## config.mk

```make
export PLATFORM = sky130hd
export DESIGN_NAME = uart_boot_loader_flat
export DESIGN_NICKNAME = d
export VERILOG_FILES = /design/src/rtl/uart_boot_loader_if.sv /design/src/rtl/uart_boot_loader.sv /design/src/flat_wrapper.sv
export SDC_FILE = /design/constraint.sdc
export NUM_CORES = 1
export LEC_CHECK = 0
export CAP_MARGIN = 40
export CORE_MARGIN = 2
export CORE_UTILIZATION = 55
export CTS_CLUSTER_DIAMETER = 100
export DETAILED_ROUTE_END_ITERATION = 6
export DONT_BUFFER_PORTS = 1
export GPL_ROUTABILITY_DRIVEN = 0
export PLACE_DENSITY = 0.7
export SYNTH_ARGS = -nofsm -noshare
export SYNTH_HDL_FRONTEND = slang
export SYNTH_SLANG_ARGS = --single-unit
```

## constraint.sdc

```tcl
create_clock -name clk -period 9.1 [get_ports clk]
set_clock_uncertainty 0.2 [all_clocks]
set_input_delay 1.82 -clock clk [delete_from_list [all_inputs] [get_ports clk]]
set_output_delay 1.82 -clock clk [all_outputs]
set_load 0.1 [all_outputs]
```

## src/rtl/uart_boot_loader_if.sv

```systemverilog
// uart_boot_loader_if: received-byte strobe in, memory write port out
interface uart_boot_loader_if;
  logic [7:0]  uart_byte;
  logic        uart_byte_ready;
  logic [15:0] mem_addr;
  logic [7:0]  mem_wdata;
  logic        mem_we;
  modport master (input uart_byte, uart_byte_ready, output mem_addr, mem_wdata, mem_we);
  modport slave  (output uart_byte, uart_byte_ready, input mem_addr, mem_wdata, mem_we);
endinterface

```

## src/rtl/uart_boot_loader.sv

```systemverilog
// uart_boot_loader: parses 'L'/'G' byte frames into memory writes and CPU hold/reset control
module uart_boot_loader #(
  parameter int CLK_FRE       = 50,
  parameter int TIMEOUT_US    = 10000,
  parameter bit HOLD_AT_RESET = 1'b1
) (
  input  logic clk,
  input  logic rst,
  uart_boot_loader_if.master bus,
  output logic cpu_hold,
  output logic cpu_reset_req,
  output logic busy,
  output logic load_done,
  output logic err_chk,
  output logic err_timeout
);
  localparam int TO = CLK_FRE * TIMEOUT_US;
  localparam int TW = $clog2(TO + 1);
  localparam logic [7:0] CMD_L = 8'h4C;
  localparam logic [7:0] CMD_G = 8'h47;
  typedef enum logic [2:0] {IDLE, ADDR_H, ADDR_L, LEN, DATA, CHK} state_t;
  state_t state, state_nxt;
  logic [15:0] addr;
  logic [7:0]  sum, sum_nxt;
  logic [8:0]  cnt;
  logic [TW-1:0] tmo;
  logic expire, stb;
  assign busy    = state != IDLE;
  assign expire  = busy && tmo == TW'(TO - 1);
  assign stb     = bus.uart_byte_ready && !expire;
  assign sum_nxt = sum + bus.uart_byte;
  // state register
  always_ff @(posedge clk or posedge rst)
    if (rst) state <= IDLE;
    else state <= state_nxt;
  // next state: timeout forces IDLE and discards a coincident strobe
  always_comb begin
    state_nxt = state;
    if (expire) state_nxt = IDLE;
    else if (stb)
      case (state)
        IDLE:    state_nxt = bus.uart_byte == CMD_L ? ADDR_H : IDLE;
        ADDR_H:  state_nxt = ADDR_L;
        ADDR_L:  state_nxt = LEN;
        LEN:     state_nxt = DATA;
        DATA:    state_nxt = cnt == 9'd1 ? CHK : DATA;
        default: state_nxt = IDLE;
      endcase
  end
  // inter-byte silence counter, only counts while a frame is open
  always_ff @(posedge clk or posedge rst)
    if (rst) tmo <= '0;
    else tmo <= (!busy || bus.uart_byte_ready) ? '0 : tmo + 1'b1;
  // frame datapath, memory writes and status flags
  always_ff @(posedge clk or posedge rst)
    if (rst) begin
      addr          <= '0;
      sum           <= '0;
      cnt           <= '0;
      bus.mem_addr  <= '0;
      bus.mem_wdata <= '0;
      bus.mem_we    <= 1'b0;
      cpu_hold      <= HOLD_AT_RESET;
      cpu_reset_req <= 1'b0;
      load_done     <= 1'b0;
      err_chk       <= 1'b0;
      err_timeout   <= 1'b0;
    end else begin
      bus.mem_we    <= 1'b0;
      cpu_reset_req <= 1'b0;
      load_done     <= 1'b0;
      if (expire) err_timeout <= 1'b1;
      else if (stb)
        case (state)
          IDLE:
            if (bus.uart_byte == CMD_L) begin
              cpu_hold    <= 1'b1;
              err_chk     <= 1'b0;
              err_timeout <= 1'b0;
              sum         <= '0;
            end else if (bus.uart_byte == CMD_G) begin
              cpu_hold      <= 1'b0;
              cpu_reset_req <= 1'b1;
            end
          ADDR_H: begin
            addr[15:8] <= bus.uart_byte;
            sum        <= sum_nxt;
          end
          ADDR_L: begin
            addr[7:0] <= bus.uart_byte;
            sum       <= sum_nxt;
          end
          LEN: begin
            cnt <= {bus.uart_byte == 8'h00, bus.uart_byte};
            sum <= sum_nxt;
          end
          DATA: begin
            sum           <= sum_nxt;
            bus.mem_addr  <= addr;
            bus.mem_wdata <= bus.uart_byte;
            bus.mem_we    <= 1'b1;
            addr          <= addr + 16'd1;
            cnt           <= cnt - 9'd1;
          end
          CHK:
            if (sum_nxt == 8'h00) load_done <= 1'b1;
            else err_chk <= 1'b1;
          default: ;
        endcase
    end
endmodule

```

## src/flat_wrapper.sv

```systemverilog
// flat-port wrapper written by rule: the top's interface ports become plain ports
module uart_boot_loader_flat 
#(
  parameter int CLK_FRE       = 50,
  parameter int TIMEOUT_US    = 10000,
  parameter bit HOLD_AT_RESET = 1'b1
)
  (clk, rst, cpu_hold, cpu_reset_req, busy, load_done, err_chk, err_timeout, bus_uart_byte, bus_uart_byte_ready, bus_mem_addr, bus_mem_wdata, bus_mem_we);
  uart_boot_loader_if bus_i ();
  input  logic clk;
  input  logic rst;
  output logic cpu_hold;
  output logic cpu_reset_req;
  output logic busy;
  output logic load_done;
  output logic err_chk;
  output logic err_timeout;
  input wire logic [$bits(bus_i.uart_byte)-1:0] bus_uart_byte;
  input wire logic [$bits(bus_i.uart_byte_ready)-1:0] bus_uart_byte_ready;
  output wire logic [$bits(bus_i.mem_addr)-1:0] bus_mem_addr;
  output wire logic [$bits(bus_i.mem_wdata)-1:0] bus_mem_wdata;
  output wire logic [$bits(bus_i.mem_we)-1:0] bus_mem_we;
  assign bus_i.uart_byte = bus_uart_byte;
  assign bus_i.uart_byte_ready = bus_uart_byte_ready;
  assign bus_mem_addr = bus_i.mem_addr;
  assign bus_mem_wdata = bus_i.mem_wdata;
  assign bus_mem_we = bus_i.mem_we;
  uart_boot_loader #(.CLK_FRE(CLK_FRE), .TIMEOUT_US(TIMEOUT_US), .HOLD_AT_RESET(HOLD_AT_RESET)) u_core (.clk(clk), .rst(rst), .bus(bus_i), .cpu_hold(cpu_hold), .cpu_reset_req(cpu_reset_req), .busy(busy), .load_done(load_done), .err_chk(err_chk), .err_timeout(err_timeout));
endmodule
```

Word-level counts from Yosys, hierarchy flattened:

Index checks and enable logic that the tools add are counted.
W data, S select, Z words.

* flip-flop bits (word level): 85
* output and inout port bits: 31
* logic and storage cells: 88
* input port bits: 11

* muxes and demuxes: 31
* add/subtract/negate cells: 4
* bitwise logic cells: 1
* reduce and logical (&&, ||, !) cells: 27
* eq/ne operators: 11

Operators by type and width (count)
* $pmux W8 S2: 3
* $mux W1: 21
* $add A19 B1 Y19 const B: 1
* $eq A19 B19 Y1 const B: 1
* $mux W19: 1
* $pmux W9 S2: 1
* $reduce_bool A2 Y1: 9
* $add A16 B1 Y16 const B: 1
* $eq A8 B7 Y1 const B: 2
* $logic_not A8 Y1: 2
* $pmux W3 S5: 1
* $reduce_and A3 Y1: 5
* $eq A9 B1 Y1 const B: 1
* $sub A9 B1 Y9 const B: 1
* $add A8 B8 Y8: 1
* $mux W8: 1
* $reduce_and A4 Y1: 2
* $eq A3 B2 Y1 const B: 2
* $eq A3 B3 Y1 const B: 2
* $mux W3: 2
* $reduce_and A5 Y1: 1
* $reduce_or A4 Y1: 1
* $eq A3 B1 Y1 const B: 1
* $logic_not A3 Y1: 1
* 8 further kinds: 10

Longest topological paths before layout:

Gate-level depths: netlist of run 1.

* depth in word-level cells: 6
* gate-level depth with buffers: 8
* depth with buffers taken out: 7

Worst setup path after synthesis of run 1:

Ideal clock, no wire load.

* path type: input to register
* from: input port bus_uart_byte[0]
* to: register u_core.load_done
* slack: 5.516 ns
* arrival time: 3.264 ns
* cell stages on the path: 7
* path buffers: 0
* cells stage by stage: ha_1 fa_1 and3_1 o21a_1 o211ai_1 nor2_1 and3_1

* word-level cells in the longest chain between the ends: 6

RTL lines
* start: declaration: line flat_wrapper.sv:18 `input wire logic [$bits(bus_i.uart_byte)-1:0] bus_uart_byte;`
* $add A8 B8 Y8: line uart_boot_loader.sv:31 `assign sum_nxt = sum + bus.uart_byte;`
* $logic_not A8 Y1: line uart_boot_loader.sv:106 `if (sum_nxt == 8'h00) load_done <= 1'b1;`
* $mux W1: line uart_boot_loader.sv:106
* $mux W1: line uart_boot_loader.sv:74 `case (state)`
* $mux W1: line uart_boot_loader.sv:73 `else if (stb)`
* $mux W1: line uart_boot_loader.sv:72 `if (expire) err_timeout <= 1'b1;`
* end signal: assignment: line uart_boot_loader.sv:65 `load_done <= 1'b0;`
* end signal: assignment: line uart_boot_loader.sv:71 `load_done <= 1'b0;`
* end signal: assignment: line uart_boot_loader.sv:106
* end: declaration: line uart_boot_loader.sv:13 `output logic load_done,`

Every way passes these cells.
A chain may end at the register's enable or synchronous reset.

Worst setup path after layout of run 1:

* from: register u_core.state[2]
* to: output port busy

* word-level cells in the longest chain between the ends: 1

RTL lines
* start: declaration: line uart_boot_loader.sv:22 `state_t state, state_nxt;`
* start signal: assignment: line uart_boot_loader.sv:35 `else state <= state_nxt;`
* $reduce_bool A3 Y1: line uart_boot_loader.sv:28 `assign busy = state != IDLE;`
* end: declaration: line flat_wrapper.sv:14 `output logic busy;`

Every way passes these cells.

==> results of run 1 <==
-- registers in the layout (all words and copies together) (netlist names) --
signal,cells
u_core.bus.mem_wdata,8
u_core.err_chk,1
u_core.cpu_hold,1
u_core.cnt,9
u_core.addr,16
u_core.bus.mem_addr,16
u_core.tmo,19
u_core.bus.mem_we,1
u_core.state,3
u_core.sum,8
u_core.err_timeout,1
u_core.cpu_reset_req,1
u_core.load_done,1
-- worst register-to-register path: stages, from the launching register on --
cell and delay, ps:
dfrtp_1 510, or3_1 410, buf_4 270, nand3_4 170, o211ai_4 220, nor2_8 510
mux2_2 420
-- layout make-up --
| class | instances | area share, % |
|---|---|---|
| multi-input cells | 336 | 43.5 |
| flip-flops and latches | 85 | 39.2 |
| repair buffers | 25 | 10.5 |
| clock buffers | 12 | 3.04 |
| well taps | 105 | 2.42 |
| inverters | 11 | 0.784 |
| clock inverters | 4 | 0.554 |
-- logic make-up (layout without fill, tap and decap cells) --
| group | Yosys count | after routing |
|---|---|---|
| xor+xnor | 17 | 17 |
| buf+inv | 30 | 52 |
| mux | 26 | 26 |
| fa+ha+maj | 12 | 12 |
| simple gates | 159 | 159 |
| compound gates | 122 | 122 |
| flops | 85 | 85 |
-- worst max-delay path by stage --
| stage | start | end | cells past startpoint |
|---|---|---|---|
| 5_1_grt | u_core.state[2] | busy | 2 |
| 6_report | u_core.state[2] | busy | 2 |
| 3_3_place_gp | bus_uart_byte[0] | u_core.err_chk | 7 |
| 4_1_cts | u_core.state[2] | busy | 2 |
| 3_5_place_dp | bus_uart_byte[0] | u_core.err_chk | 7 |
| 2_1_floorplan | rst | u_core.addr[0] | 1 |
-- report_power, final --
| group | total, mW | internal, mW | switching (mW) |
|---|---|---|---|
| registers | 0.722 | 0.494 | 0.228 |
| clock network | 0.261 | 0.123 | 0.139 |
| logic | 0.911 | 0.384 | 0.527 |
| total | 1.90 | 1.00 | 0.894 |
-- routing by layer --
metal / wire length [um] / part of all wire, % / vias up
met5: 0 / 0 / -
met4: 257 / 2.4 / 0
met3: 689 / 6.3 / 27
met2: 5440 / 50 / 136
met1: 4530 / 42 / 1785
li1: - / - / 1690
-- through the flow --
stage | worst slack [ps] | power [mW]
global placement | 5410 | 1.40
CTS | 5530 | 1.89
floorplan | 4890 | 1.32
finish | 5540 | 1.90
detailed placement | 5350 | 1.62
global route | 5480 | 2.00
-- cells in the final DEF, fill, tap and decap left out, drive strengths merged, types with 3 or more instances in the layout --
cell type / n
o31a: 3
o211ai: 9
o21ai: 35
or4: 3
nand4: 5
and4: 4
o22a: 8
dfrtp: 84
nor2: 51
nor4: 8
nand3: 15
clkbuf: 12
nor3: 12
ha: 11
and2: 4
xnor2: 5
mux2: 25
a22o: 8
a21oi: 34
buf: 25
or3: 7
a2bb2oi: 4
and3: 11
o22ai: 4
clkinv: 3
nand2: 23
inv: 11
a31oi: 4
xor2: 12
==> flow_summary.json, run 1 <==
{
  "dieArea_sq_um": 9250,
  "die_h_um": 96.2,
  "wl_mm": 10.9,
  "postCtsResizedCells": 0,
  "synth_top_cell_by_area": "dfrtp_1",
  "post_synth.cell_area_avg_sq_um": 10.4,
  "worstHoldPathCells": 1,
  "placed_cell_area_sq_um": 5200,
  "cts_tree": "built",
  "grt_max_degree": 50,
  "slowest_stage": "dfrtp_1",
  "cp_slowest_stage_delay_ps": 510,
  "post-route-util_pct": 66.0,
  "yosys-top-cells-area": "dfrtp_1 45%, mux2_4 6.1%, nor2_1 4.0%",
  "die_w_um": 96.2,
  "grt_pass1_vias": 3632,
  "clock.fmax_ghz": 0.281,
  "critPathKind": "reg -> out",
  "synthMuxAreaShare_pct": 7.77,
  "yosysMostFrequentCell": "dfrtp_1",
  "cts_buffers": 9,
  "crit_buf_inv": 1,
  "area_delta_synth_final_pct": 16.1,
  "timing.hold.ws_ps": 292,
  "synth_fp_nets": 474,
  "syn_inst": 451,
  "htreeDepth": 3,
  "clkSinkCount": 85,
  "diodes": 0,
  "track_usage_pct": 25.4,
  "rows": 33,
  "drive_gt1_share_pct": 16.7,
  "top_usage_layer": "met2",
  "postCtsSetupBuffers": 0,
  "synth_top_area_share_pct": 45.0,
  "synth_compound_area_share_pct": 17.2,
  "hpwl_mm": 7.67,
  "finalHoldViolations": 0,
  "slew_headroom_pct": 40.4,
  "outcome": "completed",
  "worst_pin_slew_ps": 895,
  "port_buffers": 0,
  "cp.required_ps": 7080,
  "use_met2_pct": 42.1,
  "drv_cap": 0,
  "synthTopCellsByCount": "84 x dfrtp_1, 50 x nor2_1, 34 x a21oi_1, 33 x o21ai_0, 23 x nand2_1",
  "dr_total_vias": 3638,
  "syn-cell-area_sq_um": 4670,
  "avgViaCountPerCell": 6.29,
  "antenna_found_initial": 0,
  "slew_violations": 0,
  "seq_area_frac_synth_pct": 45.6,
  "setup_tns_ps": 0,
  "yosysWarnings": 0,
  "rr_endpoint": "u_core.bus.mem_addr[9]",
  "grt_pass1_wl_mm": 17.9,
  "ant_nets": 0,
  "drc_errors": 0,
  "min_path_type": "reg -> reg",
  "reg2reg_slack_ps": 6280,
  "setup_viol": 0,
  "worst_setup_path_start_kind": "flop",
  "cts_hold_buf": 0,
  "synth_flop_cell": "dfrtp_1",
  "ff_latch_area_sq_um": 2130,
  "power_density_nw_per_um2": 349,
  "synthArstFlopShare_pct": 100,
  "multi_input_area_sq_um": 2360,
  "cts_max_path_buffers": 2,
  "synth-edff-count": 0,
  "final_cell_area_sq_um": 5420,
  "rsz0062_at_grt": "no",
  "hold_end": "u_core.tmo[0]",
  "fillers": 618,
  "met1_usage_pct": 32.8,
  "ioPinCount": 42,
  "finalCritPeriodShare_pct": 39.1,
  "reg2reg_from": "u_core.state[2]",
  "crit_chain": "or3_1 -> buf_4",
  "vdd_ir_drop_max_v": 0.000159,
  "ys_types": 66,
  "synth_top_family_by_area": "simple AND/OR/NAND/NOR gates",
  "rr_worst_depth": 6,
  "crit_fanout": 10,
  "path_clk_slew_ps": 80,
  "instances_no_fill": 578,
  "layout_min_cycle_time_ps": 3560,
  "gr-usage-met3_pct": 5.40,
  "place_inst": 561,
  "fp.coreArea_sq_um": 8220,
  "synth_xor_area_share_pct": 3.19,
  "worstSkewPairLatency_ps": 350,
  "endpoint_kind": "primary output",
  "path_delay_family": "flip-flops",
  "drt_iter0_markers": 289,
  "dr.pass1.iters": 5,
  "cp.arrival_ps": 1540,
  "synth_fa_ha_area_share_pct": 3.38,
  "ys_seq_elements": 85,
  "synthSimpleGateAreaFrac_pct": 19.0,
  "start_util_pct": 56.8,
  "worstHoldStart": "u_core.tmo[0]",
  "layout.nets": 491,
  "p_leak_nw": 2.43,
  "wl_per_cell_um": 18.9,
  "globalRouteOverflowTotal": 0,
  "cts-root-buf": "clkbuf_8"
}
No activity file was read; power rests on OpenSTA's default activity.
==> run 2: changes to the inputs <==
==> constraint.sdc (replaced) <==
create_clock -name clk -period 3.5 [get_ports clk]
set_clock_uncertainty 0.2 [all_clocks]
set_input_delay 0.7 -clock clk [delete_from_list [all_inputs] [get_ports clk]]
set_output_delay 0.7 -clock clk [all_outputs]
set_load 0.1 [all_outputs]
==> flow_summary.json, run 2 (synthesis results as in run 1) <==
{
  "die_w_um": 96.2,
  "vdd_ir_drop_max_v": 0.000483,
  "port_buffers": 0,
  "cp_slowest_stage_delay_ps": 490,
  "ioPinCount": 42,
  "final_common_cell": "dfrtp_1",
  "dieArea_sq_um": 9250,
  "largest_reg_flops": 19,
  "dr.pass1.iters": 4,
  "worst_pin_slew_ps": 916,
  "antenna_found_initial": 0,
  "rows": 33,
  "instances_no_fill": 574,
  "regMostFlops": "u_core.tmo",
  "clock.fmax_ghz": 0.392,
  "power_density_nw_per_um2": 915,
  "path_delay_family": "simple AND/OR/NAND/NOR gates",
  "die_h_um": 96.2,
  "worst_setup_path_start_kind": "flop",
  "crit_chain": "ha_1 -> and4_1 -> nand3_4 -> o211ai_4 -> nor2_8 -> mux2_2",
  "crit_fanout": 25,
  "slew_violations": 0,
  "cts_hold_buf": 0,
  "dr_total_vias": 3571,
  "mostFrequentLayoutCells": "84 x dfrtp_1, 50 x nor2_1, 34 x a21oi_1",
  "start_util_pct": 56.8,
  "wl_mm": 10.5,
  "slowest_stage": "nor2_8",
  "rsz0062_at_grt": "no",
  "drv_cap": 0,
  "area_delta_synth_final_pct": 14.8,
  "critPathKind": "reg -> reg",
  "drc_errors": 0,
  "slew_headroom_pct": 38.9,
  "setup_tns_ps": 0,
  "layout_min_cycle_time_ps": 2550,
  "drt_iter0_markers": 185,
  "drive_gt1_share_pct": 16.0,
  "track_usage_pct": 24.3,
  "setup_viol": 0,
  "clkSinkCount": 85,
  "grt_pass1_wl_mm": 17.4,
  "path_clk_slew_ps": 90,
  "cp.required_ps": 3540,
  "grt_max_degree": 46,
  "avgViaCountPerCell": 6.22,
  "placed_cell_area_sq_um": 5100,
  "layout.nets": 487,
  "top_regs": "u_core.tmo: 19 flops, u_core.addr: 16 flops, u_core.bus.mem_addr: 16 flops",
  "ant_nets": 0,
  "worstSkewPairLatency_ps": 350,
  "endpoint_kind": "flop",
  "wl_per_cell_um": 18.2,
  "outcome": "completed",
  "fp.coreArea_sq_um": 8220,
  "cts-root-buf": "clkbuf_8",
  "cp.arrival_ps": 2590,
  "min_path_type": "in -> async",
  "cts_buffers": 9,
  "rr_worst_depth": 6,
  "top_usage_layer": "met2",
  "crit_buf_inv": 0,
  "cts_tree": "built",
  "grt_pass1_vias": 3415,
  "p_leak_nw": 2.40,
  "final_cell_area_sq_um": 5360,
  "place_inst": 557,
  "postCtsSetupBuffers": 0,
  "globalRouteOverflowTotal": 0,
  "htreeDepth": 3,
  "use_met2_pct": 37.7,
  "finalCritPeriodShare_pct": 72.8,
  "cts_max_path_buffers": 2,
  "finalHoldViolations": 0,
  "gr-usage-met3_pct": 5.25,
  "hpwl_mm": 7.22,
  "postCtsResizedCells": 0,
  "diodes": 0,
  "cp.depth": 6,
  "met1_usage_pct": 34.4
}
[run 2: changes by cell type in the layout (fill, tap and decap cells not counted)]
| cell | change |
|---|---|
| clkinv_2 | -1 |
| inv_6 | +1 |
| buf_4 | -1 |
| clkbuf_8 | -2 |
| buf_16 | -4 |
| buf_12 | +1 |
| bufinv_16 | +2 |
[run 2: path summary, 6_finish.rpt]
kind / slack (ps) / start / end
worst max-delay path: 950 / u_core.tmo[0] / u_core.bus.mem_addr[6]
worst min-delay path: 130 / rst / u_core.cnt[3]
worst max register to register: 950 / u_core.tmo[0] / u_core.bus.mem_addr[6]
worst min register to register: 300 / u_core.tmo[0] / u_core.tmo[0]
max in group asynchronous: 2310 / rst / u_core.bus.mem_wdata[6]
min in group clk: 250 / bus_uart_byte_ready / u_core.state[0]
[run 2: through the flow]
step	hold WS [ps]	setup WS, ps	total power [mW]	util [%]
final	131	951	4.90	65.3
after global routing	175	834	5.19	65.3
after CTS	145	928	4.91	64.9
after detailed placement	284	818	4.10	62.1
after global placement	268	972	3.67	57.4
after floorplan	255	408	3.44	-
[run 2: cell type report]
cell class | count | area (sq um)
Timing Repair Buffer | 21 | 470
Tap cell | 105 | 131
Inverter | 11 | 42.5
Multi-Input combinational cell | 336 | 2360
Fill cell | 621 | 2850
Clock buffer | 10 | 138
Sequential cell | 85 | 2130
Clock inverter | 6 | 93.8
[run 2: routing by layer]
metal / share of wire (%) / vias to the layer above
met4: 1.7 / 0
met3: 5.8 / 19
li1: - / 1688
met2: 47 / 117
met5: 0 / -
met1: 45 / 1747
[run 2: where the power goes]
group          internal (mW)  leakage (nW)  switching [mW]
Combinational          0.905          1.20            1.22
Clock                  0.428         0.113           0.363
Sequential              1.28          1.09           0.711
